[config.mk]
export PLATFORM = sky130hd
export DESIGN_NAME = mb8_word_master_flat
export DESIGN_NICKNAME = d
export VERILOG_FILES = /design/src/rtl/mb8_word_master_pkg.sv /design/src/rtl/mb8_word_master_if.sv /design/src/rtl/mb8_word_master.sv /design/src/flat_wrapper.sv
export SDC_FILE = /design/constraint.sdc
export NUM_CORES = 1
export LEC_CHECK = 0
export BUFFER_PORTS_ARGS = -buffer_cell sky130_fd_sc_hd__buf_2
export CORE_MARGIN = 1
export CORE_UTILIZATION = 25
export CTS_CLUSTER_DIAMETER = 60
export CTS_CLUSTER_SIZE = 25
export DETAILED_ROUTE_END_ITERATION = 12
export PLACE_DENSITY_LB_ADDON = 0.1
export SYNTH_ARGS = -nofsm -noshare
export SYNTH_HDL_FRONTEND = slang
export SYNTH_SLANG_ARGS = --single-unit
export TNS_END_PERCENT = 100
[constraint.sdc]
create_clock -name clk -period 1.9 [get_ports clk]
set_clock_uncertainty 0.05 [all_clocks]
set_input_delay 0.285 -clock clk [delete_from_list [all_inputs] [get_ports clk]]
set_output_delay 0.285 -clock clk [all_outputs]
set_load 0.05 [all_outputs]
[src/rtl/mb8_word_master_pkg.sv]
// mb8_pkg: shared types and widths for the 8-bit eForth1 memory bus.
//   ASZ / DSZ    bus address / data widths (128K x 8 byte RAM)
//   mb8_st_e     word-master sequencer states
//   mb8_req_t    request fields captured when an access is accepted
package mb8_pkg;

  localparam int ASZ = 17;
  localparam int DSZ = 8;

  typedef enum logic [2:0] {
    IDLE = 3'd0,
    B0   = 3'd1,  // first bus cycle, byte at addr
    B1   = 3'd2,  // second bus cycle, byte at addr+1 (cell accesses only)
    RL   = 3'd3,  // read-latency cycle, last byte arrives from the RAM
    DONE = 3'd4   // completion, ack pulse
  } mb8_st_e;

  typedef struct packed {
    logic           wr;
    logic           bw;
    logic [ASZ-1:0] addr;
    logic [15:0]    wdata;
  } mb8_req_t;

endpackage

[src/rtl/mb8_word_master_if.sv]
// mb8_io: byte-wide bus between the word master and the byte RAM.
//   ai  byte address        (master -> RAM)
//   vi  write data          (master -> RAM)
//   we  write enable        (master -> RAM)
//   vo  read data, 1 cycle after ai is sampled (RAM -> master)
interface mb8_io;
  import mb8_pkg::*;

  logic [ASZ-1:0] ai;
  logic [DSZ-1:0] vi;
  logic           we;
  logic [DSZ-1:0] vo;

  modport master (output ai, output vi, output we, input vo);
  modport slave  (input ai, input vi, input we, output vo);
endinterface

[src/rtl/mb8_word_master.sv]
// mb8_word_master: turns eForth @ ! C@ C! requests into byte-wide bus cycles.
// Cells are big-endian (high byte at addr, low byte at addr+1, ASZ-bit wrap).
//   clk, rst_n  clock, asynchronous active-low reset
//   req         start an access (sampled only when idle)
//   wr, bw      1 = write / 1 = byte access; latched with req
//   addr, wdata byte address, write data (byte writes use wdata[7:0])
//   busy        high in every non-idle state
//   ack         one-cycle completion pulse
//   rdata       read result, held until the next read completes
//   mem         mb8_io master port to the byte RAM
// Every output comes straight from a flop: the bus values for a state are
// computed from the next state and registered on the edge that enters it.
module mb8_word_master
  import mb8_pkg::*;
(
  input  logic           clk,
  input  logic           rst_n,
  input  logic           req,
  input  logic           wr,
  input  logic           bw,
  input  logic [ASZ-1:0] addr,
  input  logic [15:0]    wdata,
  output logic           busy,
  output logic           ack,
  output logic [15:0]    rdata,
  mb8_io.master          mem
);

  mb8_st_e        state_q, state_d;
  mb8_req_t       req_q, req_d;
  logic [ASZ-1:0] ai_q, ai_d;
  logic [DSZ-1:0] vi_q, vi_d;
  logic           we_q, we_d;
  logic [15:0]    rdata_q, rdata_d;
  logic           busy_d, ack_d;

  always_comb begin
    // NOTE: every signal gets a default first so no path leaves it unassigned (no latches).
    state_d = state_q;
    req_d   = req_q;
    ai_d    = ai_q;
    vi_d    = vi_q;
    we_d    = 1'b0;
    rdata_d = rdata_q;

    unique case (state_q)
      IDLE: begin
        if (req) begin
          req_d   = '{wr: wr, bw: bw, addr: addr, wdata: wdata};
          state_d = B0;
          ai_d    = addr;
          if (wr) begin
            we_d = 1'b1;
            vi_d = bw ? wdata[7:0] : wdata[15:8];
          end
        end
      end
      B0: begin
        if (req_q.bw) begin
          state_d = req_q.wr ? DONE : RL;
        end else begin
          state_d = B1;
          ai_d    = req_q.addr + ASZ'(1);
          if (req_q.wr) begin
            we_d = 1'b1;
            vi_d = req_q.wdata[7:0];
          end
        end
      end
      B1: begin
        if (req_q.wr) begin
          state_d = DONE;
        end else begin
          // Byte at addr was sampled by the RAM at the end of B0.
          rdata_d[15:8] = mem.vo;
          state_d       = RL;
        end
      end
      RL: begin
        rdata_d[7:0] = mem.vo;
        if (req_q.bw) rdata_d[15:8] = 8'h00;
        state_d = DONE;
      end
      DONE:    state_d = IDLE;
      default: state_d = IDLE;
    endcase

    busy_d = (state_d != IDLE);
    ack_d  = (state_d == DONE);
  end

  // NOTE: sequential state uses non-blocking assignments so all flops update together.
  always_ff @(posedge clk or negedge rst_n) begin
    if (!rst_n) begin
      state_q <= IDLE;
      req_q   <= '0;
      ai_q    <= '0;
      vi_q    <= '0;
      we_q    <= 1'b0;
      rdata_q <= '0;
      busy    <= 1'b0;
      ack     <= 1'b0;
    end else begin
      state_q <= state_d;
      req_q   <= req_d;
      ai_q    <= ai_d;
      vi_q    <= vi_d;
      we_q    <= we_d;
      rdata_q <= rdata_d;
      busy    <= busy_d;
      ack     <= ack_d;
    end
  end

  assign mem.ai = ai_q;
  assign mem.vi = vi_q;
  assign mem.we = we_q;
  assign rdata  = rdata_q;

endmodule

[src/flat_wrapper.sv]
// flat-port wrapper written by rule: the top's interface ports become plain ports
module mb8_word_master_flat import mb8_pkg::*;
  (clk, rst_n, req, wr, bw, addr, wdata, busy, ack, rdata, mem_ai, mem_vi, mem_we, mem_vo);
  mb8_io mem_i ();
  input  logic clk;
  input  logic rst_n;
  input  logic req;
  input  logic wr;
  input  logic bw;
  input  logic [ASZ-1:0] addr;
  input  logic [15:0] wdata;
  output logic busy;
  output logic ack;
  output logic [15:0] rdata;
  output wire logic [$bits(mem_i.ai)-1:0] mem_ai;
  output wire logic [$bits(mem_i.vi)-1:0] mem_vi;
  output wire logic [$bits(mem_i.we)-1:0] mem_we;
  input wire logic [$bits(mem_i.vo)-1:0] mem_vo;
  assign mem_ai = mem_i.ai;
  assign mem_vi = mem_i.vi;
  assign mem_we = mem_i.we;
  assign mem_i.vo = mem_vo;
  mb8_word_master u_core (.clk(clk), .rst_n(rst_n), .req(req), .wr(wr), .bw(bw), .addr(addr), .wdata(wdata), .busy(busy), .ack(ack), .rdata(rdata), .mem(mem_i));
endmodule
Yosys cells after proc, flatten, opt, wreduce, memory -nomap -nowiden
Index checks and enable logic that the tools add are counted.
Word-level totals
  register bits after elaboration: 74
  bits in latches: 0
  memory bits (writable): 0
  bits in read-only memories: 0
  input bits: 46
  output and inout bits: 44
  memories: 0
Operators by class
  $add $sub $neg: 1
  multipliers: 0
  divide/modulo/power cells: 0
  $lt $le $gt $ge: 0
  equality and inequality tests: 10
  shifts and indexed selects: 0
  mux-type cells: 21
  bitwise gates (word level): 0
  reduce and logical (&&, ||, !) cells: 8
Operator list (number)
  2-to-1 mux 8 bit: 7
  2-to-1 mux 17 bit: 2
  case mux 17 bit (2 select lines): 1
  case mux 8 bit (2 select lines): 2
  adder 17 x 1 -> 17 bit (second input constant): 1
  case mux 3 bit (4 select lines): 1
  2-to-1 mux 3 bit: 3
  inequality test 2 bit (second input constant): 4
  == test 3 x 2 -> 1 bit (second input constant): 2
  AND reduction 3 bit: 2
  AND reduction 5 bit: 1
  2-to-1 mux 1 bit: 4
  inequality test 2 x 1 -> 1 bit (second input constant): 2
  nonzero test 2 bit: 2
  == test 3 x 1 -> 1 bit (second input constant): 1
  == test 3 bit (second input constant): 1
  logical NOT 3 bit: 1
  nonzero test 3 bit: 1
  case mux 1 bit (2 select lines): 1
  AND reduction 2 bit: 1

Logic depth before layout (Yosys ltp)
Gate-level depths: netlist (run 1).
  depth after elaboration: 4
  mapped depth: 7
  depth with buffers taken out: 5

Worst setup path before layout (run 1)
OpenSTA, ideal clock, no wires.
  path type: register -> register
  from: register u_core.state_q[1]
  to: register u_core.vi_q[6] (netlist: u_core.mem.vi[6])
  arrival: 1.560 ns
  data required time: 1.732 ns
  slack: 0.172 ns
  stages on the path, launching flop included: 8
  buffers on the path: 3
  clock period less this slack: 1.728 ns
  cells stage by stage: dfrtp_1 buf_6 or3b_2 clkbuf_1 buf_2 nor2_1 a211oi_2 a21o_1
Between the ends
  word-level cells in the longest chain between the ends: 3
  elaborated cells between the ends (all ways): 9
  those cells by class: eq/ne (5); mux (1); reduce/logical (3)
Ends and longest elaborated chain
  start: declaration: line mb8_word_master.sv:29  | mb8_st_e state_q, state_d;
  start signal: assignment: line mb8_word_master.sv:104  | state_q <= state_d;
  == test 3 x 1 -> 1 bit / logical NOT 3 bit (equally long branches): line mb8_word_master.sv:46  | unique case (state_q)
  inequality test 2 x 1 -> 1 bit (no line) (tied with other cells)
  AND reduction 5 bit (no line)
  end signal: assignment: line mb8_word_master.sv:107  | vi_q <= vi_d;
  end: declaration: line mb8_word_master.sv:32  | logic [DSZ-1:0] vi_q, vi_d;
Parallel ways exist; a longest one is shown, timed or not.
A chain may end at the register's enable or synchronous reset.

Worst setup path in the final report (run 1)
  from: register u_core.state_q[0]
  to: register u_core.vi_q[5] (netlist: u_core.mem.vi[5])
The elaborated chain is that of the path after synthesis.

==> metrics, run 1 <==
commonest cells after routing, fill and taps aside nand2_1 (109), buf_2 (88), dfrtp_1 (74), nor2_1 (22), buf_4 (18); setup tns final 0 ps; synth top area cells dfrtp_1 (55%), nand2_1 (12%), xnor2_1 (3.9%); H-tree Lvls 3; sequential fraction of the synthesis area 55.16%; Die H 117.9 um; Worst-Margin Slew 444.0 ps; Hold Crit Class primary input to flop; NetSw 4.232 mW; Fill cells about 1,400; yosys warns 0; fmax 605.8 MHz; PwrDens 2017 mW/mm2; kind of end point of the critical path flop; max_cap viols 0; Area growth syn-to-layout 31.46%; clock-pin slew on the worst setup and hold paths 60 ps; post-route minimum period 1651 ps; Clock Tree Buf Depth 2; post-route antenna net violation count 0; initial antenna violation count 0; Async S/R FF share, synth 100.0%; layout net count 498; HPWL after DPL 6.417 mm; number of global-route vias before repair roughly 2,800; FP Rows around 40; CTS Sinks 74; Critical-path top delay cell dfrtp_1; Gate Count Post-Synth 347; vias per cell 4.504; Max IR drop VDD between 0.5 and 0.6 mV; register area 0.001852 mm2; Leakage roughly 2.2 nW; global-route wire length before repair 15.41 mm; CTS tree yes; drc violations 0; most frequent CP cell buf_4; Placed Cells incl. Taps 609; Antenna Cells 0; Mapped Avg Cell Area 9.674 um2; RSZ-0062 raised after global routing false; CP Class flop to flop; Final Setup Violations 0; CORE AREA ~0.013 mm2; Hold Vio Cnt, Final 0; layout cell share with drive strength beyond 1 between 20 and 30%; part of the power in combinational logic 48.1%; number of I/O port buffers slightly below 90; outcome finished, final reports clean; Startpoint Class flop; commonest non-fill, non-tap cell in the layout nand2_1; Clock Power Share between 10% and 20%; synthesized area 0.003357 mm2; worst skew pair latency 330 ps; Slew Viols, Final 0; Initial Util 26.07%; routed len/inst between 10 and 15 um; worst-path cell chain buf_4 > nor4b_4 > a22oi_2 > buf_12 > buf_4 > a21o_1; Final Util 34.27%; Finished Layout Cells 627; sw frac 47.55%; Die Wd 117.9 um; Num CTS Buffers 9; GP Congestion 0.7252; EDFF count, synth 0; #FFs+latches synth 74; grt ovf 0; Crit Path Max Fanout 16; Seq pwr share between 30% and 40%; die area between 0.01 and 0.015 mm2; Buf/Inv on CP 3; cell taking the most area after synthesis dfrtp_1; drt first-iter violations 144; cell internal pwr ~4.7 mW; Post-Syn Nets 394; post-synth cell types 41; footprint of the multi-input gates 0.001400 mm2; Power, Total 8.901 mW; final worst-path cycle share 86.88%; largest net degree at the start of global routing 36; Main synth FF type dfrtp_1; Synth top area share a little under three fifths; I/O pin cnt 90; Critical Path Max Stage Delay 470 ps; Worst Path Arrival approximately 1800 ps; routed via count about 2,800; Root Buffer clkbuf_16; TritonRoute pass-1 iters 4; Crit path max-delay family buffers and inverters; worst path required time around 2100 ps; slew margin rel. 70.40%; Total GRT Usage 14.38%; final WL roughly 9 mm
[final timing paths]
check,startpoint,to,slack [ps],cells past startpoint
worst max register to register,u_core.state_q[0],u_core.mem.vi[5],250,6
worst min register to register,u_core.req_q[5],u_core.req_q[5],430,2
worst max-delay path,u_core.state_q[0],u_core.mem.vi[5],250,6
min in group asynchronous,rst_n,u_core.mem.ai[2],370,2
max in group asynchronous,rst_n,u_core.mem.ai[10],770,3
worst min-delay path,mem_vo[7],u_core.rdata[7],110,3
[power by group through the flow]
stage	clock (mW)	sequential [mW]	combinational [mW]
global placement	0	2.94	4.25
finish	1.69	2.93	4.28
floorplan	0	4.35	1.69
detailed placement	0	2.95	4.28
CTS	1.75	2.94	4.30
global route	1.82	3.04	4.65
[cell type report]
cell class              instances  area share (%)
clock inverters                 5           1.248
flip-flops and latches         74           41.96
inverters                       7          0.5954
well taps                     172           4.877
repair buffers                109           14.18
multi-input cells             250           31.73
clock buffers                  10           5.415
[synthesized netlist by cell type (all sizes together), types with 2 or more instances]
library cell and count:
a211oi 8, a21o 8, a21oi 10, a22o 8
a22oi 6, buf 9, clkbuf 7, dfrtp 74
inv 6, mux2i 8, nand2 109, nand3 5
nand4 4, nor2 22, nor2b 2, nor3 5
nor4 5, nor4b 2, o21ai 16, o22ai 6
xnor2 15
[registers in the layout, summed over array words and instances, names as in the netlist]
signal and cells:
u_core.mem.vi 8, u_core.mem.ai 17, u_core.mem.we 1, u_core.state_q 3, u_core.busy 1, u_core.ack 1, u_core.rdata 16, u_core.req_q 27
[worst reg2reg max path: stages (launching register included)]
cell,delay [ps]
dfrtp_1,470
buf_4,210
nor4b_4,240
a22oi_2,110
buf_12,160
buf_4,140
a21o_1,160
[metrics by stage]
stage | setup WS, ps | hold slack (ps) | cell area [um2]
2_1_floorplan | 172.3 | -60.59 | 3357
4_1_cts | 36.12 | 94.85 | 4383
3_3_place_gp | 72.47 | 173.7 | 4079
3_5_place_dp | 40.44 | 168.6 | 4079
6_report | 249.3 | 106.8 | 4413
5_1_grt | 64.56 | 105.4 | 4413
[cells by family (layout without fill, tap and decap cells)]
family,Yosys count,count (layout),synth area share [%]
adder cells (fa/ha/maj),1,1,0.3727
multiplexers,8,8,2.385
XOR/XNOR,16,16,4.175
flip-flops,74,74,55.16
AND/OR/NAND/NOR,157,157,20.83
AO/OA/AOI/OAI,68,68,13.87
buffers and inverters,23,131,3.205
[metal layers]
| layer | up-vias | part of all wire [%] | global-route usage (%) |
|---|---|---|---|
| met4 | 0 | 1.2 | 4.808 |
| li1 | 1394 | - | - |
| met2 | 74 | 45 | 21.40 |
| met5 | - | 0 | 0 |
| met1 | 1349 | 49 | 20.17 |
| met3 | 7 | 4.3 | 3.634 |
[repair_timing]
item / 4_1_cts / 5_1_grt
hold buffers: 1 / 0
resized for setup: 0 / 1
endpoints found under the setup margin: 0 / 8
buffers inserted: 0 / 2
endpoints found under the hold margin: 21 / 0
(Power assumes the default switching activity.)
==> inputs of run 2 (changes only) <==
CELL_PAD_IN_SITES_DETAIL_PLACEMENT = 2   (was default)
CELL_PAD_IN_SITES_GLOBAL_PLACEMENT = 2   (was default)
GPL_TIMING_DRIVEN = 0   (was default)
==> run 2 against run 1 <==
  * Worst hold slack got worse by 3.0 ps
  * Die area stayed put
  * Total power rose by 1.3%
  * Utilization is 0.20 points higher
  * Setup slack got worse by 160 ps
  * Clock power shrank 2%
  * Wire length rose by 13%
  * Sequential power barely moved
  * Global-route usage increased by 2.0 points
==> metrics, run 2 (synthesis results as in run 1) <==
outcome finished, final reports clean (unchanged); post-route minimum period 1809 ps (was 1651 ps); sw frac 48.37% (was 47.55%); Finished Layout Cells 631 (was 627); CTS tree yes (unchanged); Leakage 2.195 nW (was 2.194 nW); dpl ws -266.7 ps (was 40.44 ps); smallest setup slack after layout 91.18 ps (was 249.3 ps); clock-pin slew on the worst setup and hold paths 60 ps (about the same); grt ovf 0 (unchanged); commonest cells after routing, fill and taps aside nand2_1 (109), buf_2 (90), dfrtp_1 (74), nor2_1 (21), xnor2_1 (15) (was nand2_1 (109), buf_2 (88), dfrtp_1 (74), nor2_1 (22), buf_4 (18)); drt first-iter violations 115 (was 144); Worst path depth 4 (was 6); Reg2Reg Depth 4 (was 6); worst-path cell chain nand4_1 > nor4_2 > xnor2_1 > o221ai_1 (was buf_4 > nor4b_4 > a22oi_2 > buf_12 > buf_4 > a21o_1); Num CTS Buffers 9 (unchanged); post-route antenna net violation count 0 (unchanged); placed cell areas 0.004043 mm2 (was 0.004079 mm2); Die H 117.9 um (unchanged); Clock Tree Buf Depth 2 (unchanged); Startpoint Class flop (unchanged); largest net degree at the start of global routing 55 (was 36); Largest register FFs 27 (unchanged); setup tns final 0 ps (unchanged); kind of end point of the critical path flop (unchanged); NetSw 4.362 mW (was 4.232 mW); Antenna Cells 0 (unchanged); Placed Cells incl. Taps 608 (was 609); GP Congestion 0.7059 (was 0.7252); CORE AREA 0.01288 mm2 (unchanged); final WL 10.42 mm (was 9.262 mm); Final Setup Violations 0 (unchanged); global-route wire length before repair 17.51 mm (was 15.41 mm); Crit. Startpoint u_core.req_q[21] (was u_core.state_q[0]); Slew Viols, Final 0 (unchanged); footprint of the multi-input gates 0.001430 mm2 (was 0.001400 mm2); Initial Util 26.07% (unchanged); register with the most flip-flops u_core.req_q (unchanged); Final Util 34.48% (was 34.27%); max_cap viols 0 (unchanged); Seq pwr share 32.2% (was 32.9%); Hold Worst Slack 103.9 ps (was 106.8 ps); CTS Sinks 74 (unchanged); Fill cells 1,449 (was 1,361); cell internal pwr 4.656 mW (was 4.669 mW); RR Startpoint u_core.req_q[21] (was u_core.state_q[0]); I/O pin cnt 90 (unchanged); Hold Vio Cnt, Final 0 (unchanged); number of I/O port buffers 88 (was 89); Buf/Inv on CP 0 (was 3); CP Capture Point u_core.mem.ai[16] (was u_core.mem.vi[5]); TritonRoute pass-1 iters 4 (unchanged); Total GRT Usage 16.39% (was 14.38%); slew margin rel. 55.53% (was 70.40%); die area 0.01390 mm2 (unchanged); worst path required time 2050 ps (was 2070 ps); commonest non-fill, non-tap cell in the layout nand2_1 (unchanged); Crit Path Max Fanout 9 (was 16); worst skew pair latency 340 ps (was 330 ps); Power, Total 9.018 mW (was 8.901 mW); register area 0.001852 mm2 (unchanged); CP Class flop to flop (unchanged); Clock Power Share 18.3% (was 19.0%); Critical Path Max Stage Delay 450 ps (was 470 ps); final worst-path cycle share 95.20% (was 86.88%); FP Rows 41 (unchanged); fmax 552.8 MHz (was 605.8 MHz); Worst-Margin Slew 667.0 ps (was 444.0 ps); worst reg2reg setup slack 90 ps (was 250 ps); Max IR drop VDD 0.5752 mV (was 0.5824 mV); Crit path max-delay family simple AND/OR/NAND/NOR gates (was buffers and inverters); routed len/inst 16.52 um (was 14.77 um); vias per cell 4.670 (was 4.504); part of the power in combinational logic 49.5% (was 48.1%); Worst Path Arrival 1950 ps (was 1820 ps); layout cell share with drive strength beyond 1 29.85% (was 28.79%); HPWL after DPL 7.532 mm (was 6.417 mm); Die Wd 117.9 um (unchanged); Worst R2R End u_core.mem.ai[16] (was u_core.mem.vi[5]); number of global-route vias before repair 3,271 (was 2,836); final instance area 0.004439 mm2 (was 0.004413 mm2); initial antenna violation count 0 (unchanged); H-tree Lvls 3 (unchanged); RSZ-0062 raised after global routing false (unchanged); routed via count 2,947 (was 2,824); Root Buffer clkbuf_16 (unchanged); PwrDens 2031 mW/mm2 (was 2017 mW/mm2); Hold Crit Class primary input to flop (unchanged); drc violations 0 (unchanged); Area growth syn-to-layout 32.24% (was 31.46%); layout net count 501 (was 498); Critical-path top delay cell nor4_2 (was dfrtp_1)
==> run 2: layout make-up <==
cell class              count  share of cell area (%)
multi-input cells         250                   32.22
plain buffers              13                   1.776
repair buffers             99                   12.34
well taps                 172                   4.848
inverters                   7                  0.6764
flip-flops and latches     74                   41.71
clock inverters             1                  0.1691
clock buffers              15                   6.257
==> run 2: timing repair <==
item                       4_1_cts  5_1_grt
setup endpoints to repair       48       46
pin swaps                        1        1
gates resized for setup          5       10
cloned                           0        0
setup buffers                    3        6
hold buffers                     1        0
hold endpoints to repair        20        0
==> run 2: tightest hold or removal path: cells and delay by family <==
| kind | cells | cell delay (ps) |
|---|---|---|
| simple gates | 2 | 80 |
| buf+inv | 1 | 90 |
==> run 2: how the worst min path moves through the flow <==
| stage | to | slack (ps) | cells past startpoint | startpoint |
|---|---|---|---|---|
| finish | u_core.rdata[3] | 100 | 3 | mem_vo[3] |
| global route | u_core.rdata[3] | 110 | 3 | mem_vo[3] |
| CTS | u_core.req_q[4] | 90 | 3 | wdata[4] |
| detailed placement | u_core.req_q[22] | 150 | 1 | rst_n |
| global placement | u_core.rdata[3] | 410 | 2 | u_core.rdata[3] |
| floorplan | u_core.ack | -60 | 0 | rst_n |
==> run 2: power groups by stage <==
stage               Clock [mW]  Combinational, mW  Sequential, mW
finish                    1.65               4.46            2.90
global route              1.78               4.86            3.02
CTS                       1.71               4.47            2.91
detailed placement           0               4.39            2.93
global placement             0               4.30            2.90
floorplan                    0               1.69            4.35
==> run 2: per-layer routing <==
layer / vias to the layer above / routed length, um / track usage, %
met2: 61 / 4841 / 25.59
met5: - / 0 / 0
li1: 1394 / - / -
met1: 1482 / 5070 / 21.89
met3: 10 / 360 / 3.295
met4: 0 / 152 / 7.051
==> inputs of run 3 (changes only) <==
ABC_AREA = 1   (was default)
==> run 3 against run 2 <==
  * Sequential power about the same
  * Critical path type unchanged
  * Largest power group unchanged
  * Worst hold slack improved by 2.6 ps
  * Critical path depth increased by 2
==> metrics, run 3 <==
outcome finished, final reports clean (unchanged); Critical-path top delay cell clkbuf_1 (was nor4_2); FP Rows 43 (was 41); proportion of synthesized area in mux cells 0% (was 2.385%); Startpoint Class flop (unchanged); final WL 11.48 mm (was 10.42 mm); Die Wd 120.9 um (was 117.9 um); Largest register FFs 27 (unchanged); grt ovf 0 (unchanged); Crit Path Max Fanout 10 (was 9); worst path required time 2110 ps (was 2050 ps); RR Startpoint u_core.state_q[1] (was u_core.req_q[21]); kind of end point of the critical path flop (unchanged); #FFs+latches synth 74 (unchanged); synth top area cells dfrtp_1 (52%), nand2_1 (17%), inv_1 (6.3%) (was dfrtp_1 (55%), nand2_1 (12%), xnor2_1 (3.9%)); EDFF count, synth 0 (unchanged); footprint of the multi-input gates 0.001363 mm2 (was 0.001430 mm2); final instance area 0.004577 mm2 (was 0.004439 mm2); Hold Startpoint wdata[3] (was mem_vo[3]); met2 wire length 5.671 mm (was 4.841 mm); Final Setup Violations 0 (unchanged); commonest non-fill, non-tap cell in the layout nand2_1 (unchanged); synthesized area 0.003537 mm2 (was 0.003357 mm2); fmax 583.6 MHz (was 552.8 MHz); setup tns final 0 ps (unchanged); CORE AREA 0.01383 mm2 (was 0.01288 mm2); global-route wire length before repair 19.31 mm (was 17.51 mm); top-count cell post-synth nand2_1 (unchanged); worst skew pair latency 340 ps (about the same); CP Class flop to flop (unchanged); max_cap viols 0 (unchanged); sequential fraction of the synthesis area 52.35% (was 55.16%); Crit path max-delay family buffers and inverters (was simple AND/OR/NAND/NOR gates); yosys warns 0 (unchanged); Worst R2R End u_core.req_q[30] (was u_core.mem.ai[16]); CTS tree yes (unchanged); Worst-Margin Slew 580.0 ps (was 667.0 ps); worst-path cell chain nor2_4 > nand3_2 > inv_2 > clkbuf_1 > nand2_1 > o21ai_0 (was nand4_1 > nor4_2 > xnor2_1 > o221ai_1); Hold Worst Slack 106.5 ps (was 103.9 ps); Fill cells 1,616 (was 1,449); Main synth FF type dfrtp_1 (unchanged); final worst-path cycle share 90.19% (was 95.20%); Gate Count Post-Synth 455 (was 347); xor/xnor share of the synthesized area 0.7428% (was 4.174%); post-route minimum period 1714 ps (was 1809 ps); Synth top area share 52.35% (was 55.16%); Leakage 2.426 nW (was 2.195 nW); Async S/R FF share, synth 100.0% (unchanged); CTS Sinks 74 (unchanged); Antenna Cells 0 (unchanged); Num CTS Buffers 9 (unchanged); compound-cell area share of the yosys netlist 12.59% (was 13.87%); Slew Viols, Final 0 (unchanged); commonest cells after routing, fill and taps aside nand2_1 (158), buf_2 (94), dfrtp_1 (74), inv_1 (59), o21ai_0 (42) (was nand2_1 (109), buf_2 (90), dfrtp_1 (74), nor2_1 (21), xnor2_1 (15)); post-synthesis simple-gate area fraction 24.83% (was 20.83%); Mapped Avg Cell Area 7.774 um2 (was 9.674 um2); Total GRT Usage 17.50% (was 16.39%); HPWL after DPL 8.495 mm (was 7.532 mm); Synth top cells by count nand2_1 (158), dfrtp_1 (74), inv_1 (59), o21ai_0 (42), nor2_1 (31) (was nand2_1 (109), dfrtp_1 (74), nor2_1 (22), xnor2_1 (15), o21ai_0 (14)); largest net degree at the start of global routing 44 (was 55); Post-Syn Nets 502 (was 394); number of global-route vias before repair 3,696 (was 3,271); RSZ-0062 raised after global routing false (unchanged); Max IR drop VDD 0.8777 mV (was 0.5752 mV); dpl ws 163.7 ps (was -266.7 ps); cell taking the most area after synthesis dfrtp_1 (unchanged); register with the most flip-flops u_core.req_q (unchanged); Area growth syn-to-layout 29.40% (was 32.24%); largest family of logic cells by synthesized area simple AND/OR/NAND/NOR gates (unchanged); register area 0.001852 mm2 (unchanged); Reg2Reg Depth 6 (was 4); routed via count 3,299 (was 2,947); drc violations 0 (unchanged); worst reg2reg setup slack 190 ps (was 90 ps); post-synth cell types 29 (was 41); WHS Path Cells 3 (unchanged); Clock Tree Buf Depth 2 (unchanged); number of I/O port buffers 88 (unchanged); layout net count 603 (was 501); post-route antenna net violation count 0 (unchanged); TritonRoute pass-1 iters 4 (unchanged); initial antenna violation count 0 (unchanged); die area 0.01463 mm2 (was 0.01390 mm2); Initial Util 25.58% (was 26.07%); post-synthesis adder-cell area fraction 0.3537% (was 0.3727%); Hold Vio Cnt, Final 0 (unchanged); met3 routed WL 426 um (was 360 um); slew margin rel. 61.34% (was 55.53%); routed len/inst 15.50 um (was 16.52 um); max layer used met4 (unchanged); I/O pin cnt 90 (unchanged); Post-CTS Setup Bufs 0 (was 3); Hold Crit Class primary input to flop (unchanged); PwrDens 2095 mW/mm2 (was 2031 mW/mm2); smallest setup slack after layout 186.5 ps (was 91.18 ps); placed cell areas 0.004233 mm2 (was 0.004043 mm2); GP Congestion 0.7645 (was 0.7059); met1 wire length 5.205 mm (was 5.070 mm); vias per cell 4.452 (was 4.670); layout cell share with drive strength beyond 1 22.28% (was 29.85%); Power, Total 9.590 mW (was 9.018 mW); Worst Hold End u_core.req_q[3] (was u_core.rdata[3]); H-tree Lvls 3 (unchanged); Root Buffer clkbuf_16 (unchanged); Buf/Inv on CP 2 (was 0); clock-pin slew on the worst setup and hold paths 60 ps (about the same); Worst Path Arrival 1930 ps (was 1950 ps); Die H 120.9 um (was 117.9 um); Critical Path Max Stage Delay 480 ps (was 450 ps); drt first-iter violations 107 (was 115)
-- run 3: how the worst max path moves through the flow --
stage                                 start          endpoint  slack [ps]  cells after the start
final                     u_core.state_q[1]  u_core.req_q[30]         190                      6
after global placement                rst_n  u_core.mem.vi[5]        -210                      1
after global routing      u_core.state_q[0]  u_core.req_q[30]          50                      6
after floorplan           u_core.state_q[1]  u_core.mem.vi[6]         530                      7
after detailed placement  u_core.state_q[1]  u_core.req_q[30]         160                      6
after CTS                 u_core.state_q[1]  u_core.req_q[30]         150                      6
-- run 3: layer usage --
layer | vias to the layer above | track usage, %
met5 | - | 0
met4 | 0 | 5.864
met3 | 14 | 4.182
met2 | 60 | 30.43
met1 | 1597 | 21.04
li1 | 1628 | -
-- run 3: cell families after synthesis --
| logic type | Yosys count |
|---|---|
| buf+inv | 79 |
| simple gates | 218 |
| fa+ha+maj | 1 |
| flops | 74 |
| xor+xnor | 3 |
| compound gates | 80 |
-- run 3: metrics by stage --
stage / utilization (%) / instances
6_report: 33.10 / 741
5_1_grt: 33.10 / 741
4_1_cts: 33.10 / 741
3_5_place_dp: 30.61 / 724
3_3_place_gp: 30.40 / 723
2_1_floorplan: - / 455
-- run 3: layout make-up --
| class | count | share of cell area [%] |
|---|---|---|
| sequential | 74 | 40.46 |
| multi-input combinational | 302 | 29.77 |
| timing repair buffer | 90 | 10.50 |
| inverter | 63 | 5.221 |
| clock buffer | 10 | 5.003 |
| tap | 180 | 4.921 |
| clock inverter | 6 | 2.296 |
| buffer | 16 | 1.832 |
-- run 3: timing repair --
action / 4_1_cts / 5_1_grt
hold endpoints to repair: 31 / 0
hold buffers: 1 / 0
resized for setup: 0 / 0
-- run 3: worst reg2reg max path, stage by stage (launching register included) --
cell and delay, ps:
dfrtp_1 410, nor2_4 150, nand3_2 110, inv_2 190, clkbuf_1 490, nand2_1 140, o21ai_0 100
-- run 3: power by group --
group          internal, mW  switching [mW]  total, mW  leakage [nW]
logic                  1.21            3.54       4.75          1.35
registers              2.36           0.516       2.88         0.912
clock network          1.28           0.686       1.96         0.166
